**config.mk**
```make
export PLATFORM = sky130hd
export DESIGN_NAME = ibyte_queue
export DESIGN_NICKNAME = d
export VERILOG_FILES = /design/src/rtl/ibyte_queue.sv
export SDC_FILE = /design/constraint.sdc
export NUM_CORES = 2
export LEC_CHECK = 0
export BUFFER_PORTS_ARGS = -buffer_cell sky130_fd_sc_hd__buf_2
export CAP_MARGIN = 25
export CORE_AREA = 2 2 310 465
export DETAILED_ROUTE_END_ITERATION = 6
export DIE_AREA = 0 0 312 467
export PLACE_DENSITY_LB_ADDON = 0.05
export SLEW_MARGIN = 10
export SYNTH_ARGS = -nofsm -noshare
export SYNTH_HDL_FRONTEND = slang
export SYNTH_SLANG_ARGS = --single-unit
```
**constraint.sdc**
```tcl
create_clock -name CLK -period 3.75 [get_ports CLK]
set_clock_uncertainty 0.1 [all_clocks]
set_input_delay 0 -clock CLK [delete_from_list [all_inputs] [get_ports CLK]]
set_output_delay 0 -clock CLK [all_outputs]
set_load 0.005 [all_outputs]
```
**src/rtl/ibyte_queue.sv**
```systemverilog
// Instruction-byte queue between fetch and the length decoder: circular byte store,
// up to FETCH_W bytes in per cycle, WIN-byte window out, dec_size bytes retired per cycle.
module ibyte_queue #(
  parameter int FETCH_W = 8,
  parameter int DEPTH   = 32,
  parameter int WIN     = 16,
  parameter int CW      = $clog2(DEPTH + 1)
) (
  input  logic                           CLK,
  input  logic                           reset,
  input  logic                           fill_valid,
  input  logic [8*FETCH_W-1:0]           fill_bytes,
  input  logic [$clog2(FETCH_W+1)-1:0]   fill_cnt,
  output logic                           fill_ready,
  output logic [8*WIN-1:0]               win_bytes,
  output logic [$clog2(WIN+1)-1:0]       win_valid_cnt,
  output logic [31:0]                    win_eip,
  input  logic [3:0]                     dec_size,
  input  logic                           dec_stall,
  output logic                           inst_avail,
  output logic                           inst_fire,
  input  logic                           flush,
  input  logic [31:0]                    flush_eip,
  output logic [CW-1:0]                  count,
  output logic                           overflow_err
);

  localparam int PW  = $clog2(DEPTH);
  localparam int FCW = $clog2(FETCH_W + 1);
  localparam int WCW = $clog2(WIN + 1);

  logic [7:0]     mem [DEPTH];
  logic [PW-1:0]  rd_ptr;
  logic [PW-1:0]  wr_ptr;
  logic [31:0]    eip;
  logic [FCW-1:0] fill_len;
  logic           fill_acc;
  logic [CW-1:0]  acc_len;
  logic [CW-1:0]  ret_len;

  // Oversized beat counts are clamped to a full beat.
  assign fill_len   = (int'(fill_cnt) > FETCH_W) ? FCW'(FETCH_W) : fill_cnt;
  assign fill_ready = (count <= CW'(DEPTH - FETCH_W));
  assign fill_acc   = fill_valid & fill_ready & ~flush;

  assign win_valid_cnt = (int'(count) >= WIN) ? WCW'(WIN) : WCW'(count);
  assign win_eip       = eip;
  assign inst_avail    = (dec_size != 4'd0) && (int'(dec_size) <= int'(win_valid_cnt)) && !flush;
  assign inst_fire     = inst_avail & ~dec_stall;

  assign acc_len = fill_acc  ? CW'(fill_len) : '0;
  assign ret_len = inst_fire ? CW'(dec_size) : '0;

  // Bytes beyond the valid count are forced to zero so stale storage never leaks out.
  always_comb begin
    win_bytes = '0;
    for (int k = 0; k < WIN; k++) begin
      if (k < int'(win_valid_cnt))
        win_bytes[8*k +: 8] = mem[rd_ptr + PW'(k)];
    end
  end

  always_ff @(posedge CLK) begin
    if (fill_acc) begin
      for (int k = 0; k < FETCH_W; k++) begin
        if (k < int'(fill_len))
          mem[wr_ptr + PW'(k)] <= fill_bytes[8*k +: 8];
      end
    end
  end

  always_ff @(posedge CLK or negedge reset) begin
    if (!reset) begin
      rd_ptr       <= '0;
      wr_ptr       <= '0;
      count        <= '0;
      eip          <= '0;
      overflow_err <= 1'b0;
    end else if (flush) begin
      rd_ptr       <= '0;
      wr_ptr       <= '0;
      count        <= '0;
      eip          <= flush_eip;
      overflow_err <= 1'b0;
    end else begin
      if (fill_acc)
        wr_ptr <= wr_ptr + PW'(fill_len);
      if (fill_valid && !fill_ready)
        overflow_err <= 1'b1;
      if (inst_fire) begin
        rd_ptr <= rd_ptr + PW'(dec_size);
        eip    <= eip + 32'(dec_size);
      end
      count <= count + acc_len - ret_len;
    end
  end

endmodule

```
# Yosys cells after proc, flatten, opt, wreduce, memory -nomap -nowiden
# Memory sizes are Yosys's and may differ from the RTL's.
# Cells that the tools add are included.
dict set report word_totals {
  register_bits 49
  mem_bits_rw 256
  input_bits 109
  output_inout_bits 175
  word_cells 128
  memories 1
}
dict set report classes {
  addsub 27
  magnitude_cmp 28
  muxes 53
  bitwise 5
  reduce_logical 9
}
# memory depth width rd rd_ports_with_merged_regs wr line
set memory_table {}
lappend memory_table {mem 32 8 16 0 8 32} ;# logic [7:0] mem [DEPTH];
# op count
set ops {}
lappend ops {{$mux W8} 16}
lappend ops {{$mux W32} 2}
lappend ops {{$add A5 B3 Y5 const B} 8}
lappend ops {{$add A5 B4 Y5 const B} 8}
lappend ops {{$lt A4 B5 Y1 const A} 8}
lappend ops {{$add A32 B4 Y32} 1}
lappend ops {{$mux W1} 26}
lappend ops {{$mux W5} 5}
lappend ops {{$add A5 B2 Y5 const B} 4}
lappend ops {{$lt A3 B5 Y1 const A} 4}
lappend ops {{$lt A3 B4 Y1 const A} 4}
lappend ops {{$mux W4} 3}
lappend ops {{$add A5 B1 Y5 const B} 2}
lappend ops {{$add A5 B4 Y5} 2}
lappend ops {{$lt A1 B5 Y1 const A} 2}
lappend ops {{$lt A2 B5 Y1 const A} 2}
lappend ops {{$lt A1 B4 Y1 const A} 2}
lappend ops {{$lt A2 B4 Y1 const A} 2}
lappend ops {{$add A6 B4 Y6} 1}
lappend ops {{$ge A6 B5 Y1 const B} 1}
lappend ops {{$le A6 B5 Y1 const B} 1}
lappend ops {{$mux W6} 1}
lappend ops {{$reduce_bool A2 Y1} 3}
lappend ops {{$sub A6 B4 Y6} 1}
lappend ops {{7 further kinds} 13}

# Longest topological paths before layout
dict set report depth {
  ltp_word 9
  depth_mapped 22
  ltp_nobuf 19
}

# Worst setup path before layout
# No wires, ideal clock.
dict set report synth_timing {
  kind {register to output}
  startpoint {reg rd_ptr[0]}
  endpoint {out win_bytes[123]}
  arrival_ns 4.018
  t_required_ns 3.650
  setup_slack_ns -0.368
  path_stages_with_launch 14
  path_cell_list {dfrtp_1 clkbuf_1 buf_2 buf_1 clkbuf_1 inv_1 ha_1 clkbuf_1 clkbuf_1 buf_1 mux4_2 mux2i_1 mux4_2 nor2_1}
}
dict set report synth_via {
  elab_chain_len 3
}
# item line
set synth_rtl {}
lappend synth_rtl {{start: declaration} 33} ;# logic [PW-1:0] rd_ptr;
lappend synth_rtl {{start signal: assignment} 91} ;# rd_ptr <= rd_ptr + PW'(dec_size);
lappend synth_rtl {{$add A5 B4 Y5} 59} ;# win_bytes[8*k +: 8] = mem[rd_ptr + PW'(k)];
lappend synth_rtl {{$mem_v2 Z32 W8} -}
lappend synth_rtl {{$mux W8} 58} ;# if (k < int'(win_valid_cnt))
lappend synth_rtl {{end: declaration} 15} ;# output logic [8*WIN-1:0] win_bytes,
# Every way passes these cells.

==> metrics.txt <==
status finished with violations; failing checks DRC, setup timing; Post-Route WL 341000 um; final setup fails 1; vias in the first global route 47610; register area 8920 um^2; Antenna Nets Post-Route 0; Synth warnings 0; vias per inst 7.01; CTS HTree Levels 2; Fill cells 14488; mapped cell area between 40000 and 50000 um^2; FP Rows 169; Clock Pin Slew Worst Setup and Hold Paths approximately 70 ps; CP max FO 7; Tcrit/Tclk final 1.01; VDD IR max 0.000889 V; CTS tree done; Root Driver clkbuf_16; Non-Filler Instances 7185; RR Endpoint mem[2][6]; first-pass detailed-route iteration total 7; WP data required 4010 ps; Mapped Cells about 4500; crit-path max cell delay 530 ps; met3 wire len 36900 um; share of layout cells above drive strength 1 0.331; ys async rst share 0.161; Overall Power 39400 uW; die area 146000 um^2; Post-synth top flop edfxtp_1; Metal-1 WL around 120000 um; Worst EP arrival 4030 ps; GRT overflow 0; dpl ws -104 ps; DR WL met2 between 100000 and 150000 um; Die Wd 312 um; DRC violations left 17; Inst Count DP 7040; sequential area share after synthesis 0.211; R2R cell count 12; Critical Path Start Type register; most common cell after layout, fill and taps aside buf_4; max cap viols 0; Tmin final ~3800 ps; Post-DP HPWL 256000 um; crit path kind register to register; pin count of the biggest net entering global routing between 100 and 150; cell repeated most along the worst path buf_4; via count 50373; CP Cell Sequence ha_1 -> nand4b_1 -> a2bb2oi_4 -> buf_4 -> buf_4 -> nor3_1 -> buf_4 -> o21ai_1 -> buf_4 -> mux2_2 -> o21ai_0 -> a21oi_1; Iteration-0 DRC Markers between 7000 and 8000; Routed WL per cell between 40 and 50 um; global-route wire length before repair 447000 um; CTS buffer count 39; final hold vios 0; GP Congestion 1.09; Multi-input gate area ~32000 um^2; clock tree sinks 305; Hold Startpoint flush_eip[5]; CORE AREA 141000 um^2; total global-route track usage 0.454; Top Metal Used met5; nets@finish between 5000 and 6000; worst setup margin -20.1 ps; syn nets between 4000 and 5000; Worst-Margin Slew 1150 ps; reg2reg start count[4]; number of synthesized flops with an enable pin 256; Area contributors post-synth mux4_2 21%, edfxtp_1 18%, mux2i_1 11%; hold endpoint win_eip[5]; most frequent cells in the layout 762 x buf_4, 538 x nor2_1, 462 x mux2i_1; worst skew pair latency between 600 and 700 ps; reg2reg setup slack -20 ps; f_max 0.265 GHz; Die Y 467 um; leak pwr 0.0213 uW; Slew HR 0.236; Synth top area share 0.205; Initial Util 0.298; # IOs 284; hold path depth 4; pwr dens 734 nW/um^2; Seq cells post-synth approximately 310; Area Overhead vs Synth 27.2%; worst hold path type input pin to register; CP max stage cell o21ai_0; synth unique cells 99; cell taking the most area after synthesis mux4_2; clk buf depth 3; Buffers on Ports roughly 280; Max Slew Vio Count 0; Avg Inst Size Synth 9.27 um^2; Critical Path Sink Type register; antenna violations before repair 24
==> synth_stat cells, types with 15 or more instances <==
cell type,number
nor2_1,546
mux2i_1,478
mux4_2,384
nand2_1,354
clkbuf_1,350
edfxtp_1,256
o22ai_1,166
a21oi_1,161
nor3_1,145
a211oi_1,139
o21ai_0,123
nand3_1,99
a22oi_1,96
o211ai_1,87
buf_2,71
a221oi_1,69
a222oi_1,66
nand4_1,56
inv_1,55
dfrtp_1,49
a22o_1,48
buf_1,48
ha_1,43
o221ai_1,43
a31oi_1,37
mux2_2,31
o2111ai_1,31
a221o_1,26
xnor2_1,26
or3_1,25
a211o_1,23
and2_1,23
nor4_1,23
o32ai_1,23
nor2b_1,21
or2_2,21
nor4_2,20
and3_1,19
xor2_1,19
o311ai_0,15
==> what timing repair did <==
item                                   4_1_cts  5_1_grt
buffers inserted                             0        8
endpoints found under the hold margin       82        0
gates cloned                                 0        1
gates resized for setup                     24       52
pin swaps                                    0        7
hold buffers                                56        0
setup endpoints to repair                   42      224
==> where the power goes <==
group          switching [uW]  internal (uW)
clock                    1800           2090
sequential                434           4060
combinational           18200          12800
==> sequential cells by signal (all words and copies together), names as in the netlist <==
name and count:
rd_ptr 5, overflow_err 1, win_eip 32, wr_ptr 5, mem 256, count 6
==> worst max path at each step <==
stage | startpoint | endpoint
CTS | count[4] | mem[14][3]
floorplan | rd_ptr[1] | win_bytes[117]
global placement | wr_ptr[2] | mem[31][1]
detailed placement | wr_ptr[2] | mem[14][3]
global route | count[4] | count[5]
finish | count[4] | mem[2][6]
==> cell type report <==
| class | count | area share |
|---|---|---|
| Antenna cell | 11 | 0.000513 |
| Clock buffer | 41 | 0.0183 |
| Clock inverter | 28 | 0.00544 |
| Inverter | 60 | 0.00429 |
| Multi-Input combinational cell | 3693 | 0.588 |
| Sequential cell | 305 | 0.166 |
| Tap cell | 1881 | 0.0439 |
| Timing Repair Buffer | 1166 | 0.173 |
==> routing by layer <==
metal	vias up	GRT usage
met3	1382	0.141
met5	-	0.00593
met2	4064	0.679
met4	8	0.462
met1	25103	0.501
li1	19816	-
==> per-stage QoR <==
step | util | cell area, um^2 | setup TNS (ps) | hold slack (ps)
2_1_floorplan | - | 42200 | 0 | -396
3_3_place_gp | 0.363 | 51300 | -5340 | 114
3_5_place_dp | 0.363 | 51300 | -563 | 109
4_1_cts | 0.377 | 53200 | -10.5 | 0.612
5_1_grt | 0.380 | 53600 | -63.2 | 31.3
6_report | 0.380 | 53600 | -20.1 | 25.7
==> kinds of logic after synthesis <==
group	count (synthesis)	synth area share
AND/OR/NAND/NOR	1436	0.163
AO/OA/AOI/OAI	1266	0.219
multiplexers	893	0.327
buffers and inverters	548	0.0532
flip-flops	305	0.211
adder cells (fa/ha/maj)	50	0.0161
XOR/XNOR	48	0.0105
==> critical path: cells and delay by family (launching register included) <==
kind	cells	cell delay (ps)
adder cells (fa/ha/maj)	1	270
multiplexers	1	340
buffers and inverters	4	770
AO/OA/AOI/OAI	4	1310
AND/OR/NAND/NOR	2	280
flip-flops	1	410
No activity file was read; power rests on OpenSTA's default activity.
